`config.mk`:
```
export PLATFORM = sky130hd
export DESIGN_NAME = key_conditioner_flat
export DESIGN_NICKNAME = d
export VERILOG_FILES = /design/src/rtl/key_conditioner_if.sv /design/src/rtl/key_conditioner.sv /design/src/flat_wrapper.sv
export SDC_FILE = /design/constraint.sdc
export NUM_CORES = 1
export LEC_CHECK = 0
export CAP_MARGIN = 40
export CORE_MARGIN = 2
export CORE_UTILIZATION = 55
export CTS_BUF_LIST = sky130_fd_sc_hd__clkbuf_8 sky130_fd_sc_hd__clkbuf_16
export CTS_CLUSTER_SIZE = 24
export DETAILED_ROUTE_END_ITERATION = 6
export PLACE_DENSITY = 0.81
export SYNTH_ARGS = -nofsm -noshare
export SYNTH_HDL_FRONTEND = slang
export SYNTH_SLANG_ARGS = --single-unit
export TNS_END_PERCENT = 100
```
`constraint.sdc`:
```
create_clock -name clk_i -period 4.05 [get_ports clk_i]
set_input_delay 1.215 -clock clk_i [delete_from_list [all_inputs] [get_ports clk_i]]
set_output_delay 1.215 -clock clk_i [all_outputs]
set_load 0.02 [all_outputs]
```
`src/rtl/key_conditioner_if.sv`:
```
// Key pins in, and the conditioned key level, press strobe and release strobe out.
// The board wrapper holds the master side; key_conditioner uses the slave side.
interface key_conditioner_if #(
  parameter int N_KEYS = 2
);
  logic [N_KEYS-1:0] keys_i;
  logic [N_KEYS-1:0] keys_o;
  logic [N_KEYS-1:0] press_o;
  logic [N_KEYS-1:0] release_o;

  modport master (output keys_i, input keys_o, press_o, release_o);
  modport slave  (input keys_i, output keys_o, press_o, release_o);
endinterface

```
`src/rtl/key_conditioner.sv`:
```
// Each key is synchronised, then debounced on its own. The outputs are a clean level
// (1 = pressed) plus a one-cycle press strobe and a one-cycle release strobe.
module key_conditioner #(
  parameter int CLK_MHZ     = 50,
  parameter int DEBOUNCE_US = 10000,
  parameter int N_KEYS      = 2,
  parameter int ACTIVE_LOW  = 1
) (
  input  logic                     clk_i,
  input  logic                     rst_n_i,
  key_conditioner_if.slave         kif
);

  localparam int DEBOUNCE_CYCLES = CLK_MHZ * DEBOUNCE_US;
  localparam int CW              = $clog2(DEBOUNCE_CYCLES);
  localparam logic [CW-1:0] LAST_COUNT = CW'(DEBOUNCE_CYCLES - 1);
  localparam logic [CW-1:0] ONE        = CW'(1);

  typedef enum logic [1:0] {
    RELEASED,
    PRESS_PENDING,
    PRESSED,
    RELEASE_PENDING
  } key_state_t;

  logic [N_KEYS-1:0] level;
  logic [N_KEYS-1:0] press;
  logic [N_KEYS-1:0] rel;

  for (genvar i = 0; i < N_KEYS; i++) begin : g_key
    key_state_t    state_q, state_d;
    logic [CW-1:0] cnt_q, cnt_d;
    logic [1:0]    sync_q;
    logic          press_q, press_d;
    logic          rel_q, rel_d;
    logic          raw_pressed;
    logic          synced;
    logic          done;

    // Invert before the synchroniser, so both flops reset to 0, which means released.
    assign raw_pressed = (ACTIVE_LOW != 0) ? ~kif.keys_i[i] : kif.keys_i[i];
    assign synced      = sync_q[1];
    assign done        = (cnt_q == LAST_COUNT);

    // NOTE: state registers use non-blocking assignments. Every register then samples
    // values from before the edge, whatever order the processes run in.
    always_ff @(posedge clk_i or negedge rst_n_i) begin
      if (!rst_n_i) begin
        sync_q  <= 2'b00;
        state_q <= RELEASED;
        cnt_q   <= '0;
        press_q <= 1'b0;
        rel_q   <= 1'b0;
      end else begin
        sync_q  <= {sync_q[0], raw_pressed};
        state_q <= state_d;
        cnt_q   <= cnt_d;
        press_q <= press_d;
        rel_q   <= rel_d;
      end
    end

    // NOTE: every output of this block gets a default before the case statement.
    // A path that misses an assignment would otherwise infer a latch.
    always_comb begin
      state_d = state_q;
      cnt_d   = '0;
      press_d = 1'b0;
      rel_d   = 1'b0;
      unique case (state_q)
        RELEASED: begin
          if (synced) begin
            state_d = PRESS_PENDING;
            cnt_d   = ONE;
          end
        end
        PRESS_PENDING: begin
          if (!synced) begin
            state_d = RELEASED;
          end else if (done) begin
            state_d = PRESSED;
            press_d = 1'b1;
          end else begin
            cnt_d = cnt_q + ONE;
          end
        end
        PRESSED: begin
          if (!synced) begin
            state_d = RELEASE_PENDING;
            cnt_d   = ONE;
          end
        end
        RELEASE_PENDING: begin
          if (synced) begin
            state_d = PRESSED;
          end else if (done) begin
            state_d = RELEASED;
            rel_d   = 1'b1;
          end else begin
            cnt_d = cnt_q + ONE;
          end
        end
        default: state_d = RELEASED;
      endcase
    end

    // The level is decoded from the state register alone, so keys_i has no combinational path to it.
    assign level[i] = (state_q == PRESSED) || (state_q == RELEASE_PENDING);
    assign press[i] = press_q;
    assign rel[i]   = rel_q;
  end

  assign kif.keys_o    = level;
  assign kif.press_o   = press;
  assign kif.release_o = rel;

endmodule

```
`src/flat_wrapper.sv`:
```
// flat-port wrapper written by rule: the top's interface ports become plain ports
module key_conditioner_flat 
#(
  parameter int CLK_MHZ     = 50,
  parameter int DEBOUNCE_US = 10000,
  parameter int N_KEYS      = 2,
  parameter int ACTIVE_LOW  = 1
)
  (clk_i, rst_n_i, kif_keys_i, kif_keys_o, kif_press_o, kif_release_o);
  key_conditioner_if #(.N_KEYS(N_KEYS)) kif_i ();
  input  logic clk_i;
  input  logic rst_n_i;
  input wire logic [$bits(kif_i.keys_i)-1:0] kif_keys_i;
  output wire logic [$bits(kif_i.keys_o)-1:0] kif_keys_o;
  output wire logic [$bits(kif_i.press_o)-1:0] kif_press_o;
  output wire logic [$bits(kif_i.release_o)-1:0] kif_release_o;
  assign kif_i.keys_i = kif_keys_i;
  assign kif_keys_o = kif_i.keys_o;
  assign kif_press_o = kif_i.press_o;
  assign kif_release_o = kif_i.release_o;
  key_conditioner #(.CLK_MHZ(CLK_MHZ), .DEBOUNCE_US(DEBOUNCE_US), .N_KEYS(N_KEYS), .ACTIVE_LOW(ACTIVE_LOW)) u_core (.clk_i(clk_i), .rst_n_i(rst_n_i), .kif(kif_i));
endmodule
```
==> results of run 1 <==
[registers in the layout, summed over array words and instances (netlist names), named ones only]
signal                count
u_core.g_key.state_q      2
u_core.g_key.rel_q        2
u_core.g_key.cnt_q       38
u_core.g_key.sync_q       4
u_core.g_key.press_q      2
[kinds of logic (layout without fill, tap and decap cells)]
group / Yosys count / count (layout)
XOR/XNOR: 25 / 25
flip-flops: 50 / 50
AO/OA/AOI/OAI: 25 / 25
AND/OR/NAND/NOR: 110 / 110
adder cells (fa/ha/maj): 2 / 2
buffers and inverters: 21 / 26
multiplexers: 2 / 2
[per-stage QoR]
step	setup WS (ns)	hold WS [ns]	util (%)
3_5_place_dp	1.83	0.344	58.2
6_report	1.49	0.360	60.8
3_3_place_gp	1.84	0.336	57.7
5_1_grt	1.43	0.368	60.8
4_1_cts	1.48	0.366	60.8
2_1_floorplan	2.24	0.331	-
[power groups by stage]
| stage | sequential [mW] | clock, mW | combinational (mW) |
|---|---|---|---|
| detailed placement | 0.519 | 0 | 0.0300 |
| global route | 0.510 | 0.384 | 0.0336 |
| floorplan | 0.518 | 0 | 0.0149 |
| global placement | 0.519 | 0 | 0.0274 |
| CTS | 0.509 | 0.363 | 0.0300 |
| finish | 0.509 | 0.356 | 0.0289 |
[cell type report]
| type | count | area, µm² | area share [%] |
|---|---|---|---|
| clock buffer | 5 | 68.8 | 2.62 |
| clock inverter | 3 | 45.0 | 1.71 |
| inverter | 8 | 30.0 | 1.14 |
| multi-input combinational | 164 | 1060 | 40.5 |
| sequential | 50 | 1250 | 47.6 |
| tap | 52 | 65.1 | 2.47 |
| timing repair buffer | 10 | 105 | 4.00 |
[layer usage]
layer  share of wire, %  up-vias
li1                   -      828
met4                2.3        0
met5                  0        -
met2                 48       26
met3                3.2       13
met1                 46      831
[worst max-delay path by stage]
stage | startpoint | to | slack [ns] | depth (start not counted)
floorplan | flip-flop | kif_keys_o[0] | 2.24 | 1
global placement | flip-flop | kif_keys_o[1] | 1.84 | 1
detailed placement | flip-flop | kif_keys_o[1] | 1.83 | 1
CTS | flip-flop | kif_keys_o[1] | 1.48 | 1
global route | flip-flop | kif_keys_o[1] | 1.43 | 1
finish | flip-flop | kif_keys_o[1] | 1.49 | 1
[cell usage in the layout (no fill, tap or decap), types with 4 or more instances in the layout]
cell type,netlist,layout
clkdlybuf4s50_1,0,8
xnor2_1,11,11
nor2_1,28,28
nand2_1,12,12
nand3_1,12,12
nand4_1,9,9
and2_1,4,4
inv_1,8,8
xor2_1,14,14
o31ai_1,4,4
a21oi_1,10,10
and3b_1,4,4
dfrtp_1,50,50
and3_1,4,4
o21ai_0,5,5
and4_1,5,5
or4_1,5,5
or3_1,5,5
clkbuf_8,0,5
==> impl_metrics.toml, run 1 <==
[clock_tree]
numCtsBuffers = 5
ctsHoldBuffers = 0
htree_levels = 2
clock_sinks = 50
cts.path.max_buffers = 2
cts_setup_buffers = 0
cts_resized = 0
clock-root-buffer = "clkbuf_8"
clkTransAtPathRegs_ns = 0.08
cts_tree = "built"
clkLatencyLatePin_ns = 0.31

[power_and_ir_drop]
seqPwrFrac_pct = 57.0
netSwitchingPower_mw = 0.197
share_comb_of_total_power_pct = 3.2
pwr-share-clk_pct = 39.8
static-leakage-power_nw = 1.09
p_int_mw = 0.697
power.total_mw = 0.894
ir_drop_v = 0.000210
swShare_pct = 22.0
power.density_nw_per_um2 = 340

[yosys]
synth_nets = 241
synth_most_common_cell = "dfrtp_1"
synthSimpleGateAreaFrac_pct = 26.3
ys_types = 41
synth_enable_flop_cells = 0
syn_area_um2 = 2440
yosys_warnings = 0
synthMuxAreaShare_pct = 0.922
synth_top_area_share_pct = 51.2
synthTopCellsByArea = "dfrtp_1, xor2_1, nor2_1"
synth_fa_ha_area_share_pct = 1.02
synth-compound-area-share_pct = 6.40
synth_top_family_by_area = "simple AND/OR/NAND/NOR gates"
yosys_register_bits = 50
yosysSeqAreaShare_pct = 51.2
yosys.area.top_type = "dfrtp_1"
avgSynthCellArea_um2 = 10.4
synth_ff_type = "dfrtp_1"
syn_inst = 235
netlist_top_cells_count = "dfrtp_1, nor2_1, xor2_1"
ys_async_sr_fraction_pct = 100
synth_xor_xnor_area_share_pct = 8.96

[layout]
fin_nets = 245
nFillCells = 379
syn_to_final_growth_pct = 7.63
drive_gt1_share_pct = 7.92
final_cells = 292
diodes = 0
finalInstanceArea_um2 = 2630

[global_routing]
use_met3_pct = 5.41
grt_overflow = 0
grt_pass1_wl_um = 7580
grt-busiest-layer = "met2"
grt_max_degree = 31
met2_usage_pct = 31.3
antenna_found_initial = 0
grt_pass1_vias = 1663
globalRouteMet1Util_pct = 24.2
grt_usage_pct = 19.1

[route]
totalWireLength_um = 4280
postRouteAntennaNets = 0
vias = 1698
first_pass_iters = 5
drc = 0
vias_per_cell = 5.82
drt_iter0_markers = 53
routedWlPerCell_um = 14.7

[placed_design]
placedCellCount = 284
io_buffers = 9
place_area_um2 = 2520
dpl.hpwl_um = 2910
place_congestion = 0.756

[worst_setup_path]
path_buf_inv = 1
max_stage_delay_ns = 0.63
cp.arrival_ns = 1.34
crit_required_ns = 2.83
cp_cell_sequence = "clkdlybuf4s50_1"
r2r_cells = 4
reg2reg_slack_ns = 1.96
cp-start-kind = "flip-flop"
end_kind = "output pin"
r2r_start = "u_core.g_key[1].cnt_q[14]"
critPathTopFamily = "buffers and inverters"
path_max_fanout = 5
crit_slowest_cell = "clkdlybuf4s50_1"
critical_path_class = "flip-flop to output pin"

[floorplan]
start_util_pct = 56.5
core_um2 = 4320
dieArea_um2 = 4990
rows = 24
die_h_um = 70.7
die_width_um = 70.7
io_pins = 10

[worst_hold_path]
hold_depth = 0
hold_path_class = "flip-flop to flip-flop"
min_from = "u_core.g_key[1].sync_q[0]"
hold_end = "u_core.g_key[1].sync_q[1]"

[job]
maxCapViolations = 0

[timing]
period_share_pct = 63.1
setup_viol = 0
fmax_mhz = 391
tightest_slew_ns = 0.559
rsz0062_at_grt = "false"
finalMaxSlewViolations = 0
setup_tns_ns = 0
hold_violations = 0
finalClockSkew_ns = 0.0103
slew_headroom_pct = 62.7
fin_crit_ns = 2.56

[status]
outcome = "completed"
No activity file was read; power rests on OpenSTA's default activity.
==> run 2, diff against run 1 <==
==> constraint.sdc (replaced) <==
create_clock -name clk_i -period 2.4 [get_ports clk_i]
set_input_delay 0.72 -clock clk_i [delete_from_list [all_inputs] [get_ports clk_i]]
set_output_delay 0.72 -clock clk_i [all_outputs]
set_load 0.02 [all_outputs]
==> run 2 against run 1 <==
Cell area grew 0.48%. Setup slack worse by 1.2 ns. Utilization grew 0.29 points. Via count grew 0.29%. Largest power group unchanged.
==> impl_metrics.toml, run 2 (synthesis gave the netlist of run 1 again) <==
[status]
outcome = "completed"

[global_routing]
antenna_found_initial = 0
grt_usage_pct = 19.4
grt_overflow = 0
grt_pass1_wl_um = 7530
grt_pass1_vias = 1746
grt_max_degree = 51

[timing]
tightest_slew_ns = 0.602
setup_viol = 0
finalClockSkew_ns = 0.0122
fin_crit_ns = 2.07
period_share_pct = 86.4
hold_violations = 0
slew_headroom_pct = 59.9
setup_tns_ns = 0
fmax_mhz = 482
finalMaxSlewViolations = 0
rsz0062_at_grt = "false"

[worst_setup_path]
cp-start-kind = "flip-flop"
critical_path_class = "flip-flop to output pin"
cp.arrival_ns = 1.35
path_max_fanout = 5
reg2reg_slack_ns = 0.44
end_kind = "output pin"
crit_slowest_cell = "clkdlybuf4s50_1"
max_stage_delay_ns = 0.63
path_buf_inv = 1
critPathTopFamily = "buffers and inverters"
cp_cell_sequence = "clkdlybuf4s50_1"
crit_required_ns = 1.68

[route]
totalWireLength_um = 4320
vias = 1703
postRouteAntennaNets = 0
routedWlPerCell_um = 14.7
vias_per_cell = 5.77
drt_iter0_markers = 113
first_pass_iters = 4
drc = 0

[placed_design]
place_congestion = 0.827
io_buffers = 9
dpl.hpwl_um = 2920

[floorplan]
start_util_pct = 56.5
dieArea_um2 = 4990
io_pins = 10
die_h_um = 70.7
core_um2 = 4320
rows = 24
die_width_um = 70.7

[job]
maxCapViolations = 0

[layout]
reg_top3 = "u_core.g_key.cnt_q x38, u_core.g_key.sync_q x4"
fin_nets = 248
syn_to_final_growth_pct = 8.14
drive_gt1_share_pct = 9.05
layout_common_cells = "dfrtp_1, nor2_1, xor2_1, nand3_1, nand2_1"
nFillCells = 355
regMostFlops = "u_core.g_key.cnt_q"
diodes = 0
largest_reg_flops = 38
mostFrequentLayoutCell = "dfrtp_1"

[clock_tree]
numCtsBuffers = 5
ctsHoldBuffers = 0
clkLatencyLatePin_ns = 0.31
htree_levels = 2
cts.path.max_buffers = 2
clock-root-buffer = "clkbuf_8"
cts_resized = 0
clkTransAtPathRegs_ns = 0.09
clock_sinks = 50
cts_setup_buffers = 0
cts_tree = "built"

[power_and_ir_drop]
static-leakage-power_nw = 1.11
power.total_mw = 1.51
ir_drop_v = 0.000319
power.density_nw_per_um2 = 572

[worst_hold_path]
hold_path_class = "flip-flop to flip-flop"
-- run 2: path summary, 6_finish.rpt --
kind,from,cells past startpoint,endpoint
hold reg to reg,u_core.g_key[1].sync_q[0],0,u_core.g_key[1].sync_q[1]
setup reg to reg,u_core.g_key[1].cnt_q[14],4,flip-flop
min in group asynchronous,rst_n_i,2,u_core.g_key[0].press_q
setup / recovery,flip-flop,1,kif_keys_o[1]
max in group asynchronous,rst_n_i,2,u_core.g_key[1].cnt_q[14]
hold / removal,u_core.g_key[1].sync_q[0],0,u_core.g_key[1].sync_q[1]
-- run 2: report_power, final --
| group | total [mW] | internal [mW] | switching, mW |
|---|---|---|---|
| clock network | 0.604 | 0.316 | 0.288 |
| registers | 0.860 | 0.851 | 0.00851 |
| logic | 0.0487 | 0.0155 | 0.0332 |
| total | 1.51 | 1.18 | 0.329 |
-- run 2: layer usage --
layer | up-vias | part of all wire [%] | global-route usage (%)
li1 | 834 | - | -
met1 | 819 | 45 | 23.4
met2 | 41 | 49 | 31.9
met3 | 9 | 4.1 | 5.84
met4 | 0 | 1.8 | 9.43
met5 | - | 0 | 0
-- run 2: area by class of cell --
class                   instances  area (µm²)  share of cell area, %
clock inverters                 3        47.5                   1.80
flip-flops and latches         50        1250                   47.3
well taps                      52        65.1                   2.46
inverters                       8        30.0                   1.14
multi-input cells             164        1060                   40.3
clock buffers                   5        68.8                   2.60
repair buffers                 13         115                   4.36
-- run 2: worst reg2reg max path, stage by stage (launching register included) --
cell,delay (ns)
dfrtp_1,0.42
or4_1,0.55
nor4_1,0.25
and3_2,0.29
mux2_1,0.33
-- run 2: stage by stage --
stage	hold WS (ns)	utilization [%]	instances	cell area [µm²]	setup slack, ns
floorplan	0.331	-	235	2440	0.608
global placement	0.334	58.4	287	2530	0.548
detailed placement	0.337	58.4	287	2530	0.508
CTS	0.359	61.1	295	2640	0.308
global route	0.366	61.1	295	2640	0.262
finish	0.356	61.1	295	2640	0.326
==> run 3, diff against run 2 <==
--- a/config.mk
+++ b/config.mk
@@ -12,6 +12,7 @@
 export CTS_CLUSTER_SIZE = 24
 export DETAILED_ROUTE_END_ITERATION = 6
 export PLACE_DENSITY = 0.81
+export SLEW_MARGIN = 20
 export SYNTH_ARGS = -nofsm -noshare
 export SYNTH_HDL_FRONTEND = slang
 export SYNTH_SLANG_ARGS = --single-unit
==> results of run 3 <==
The final DEF is identical to that of run 2; final timing and power are the same.
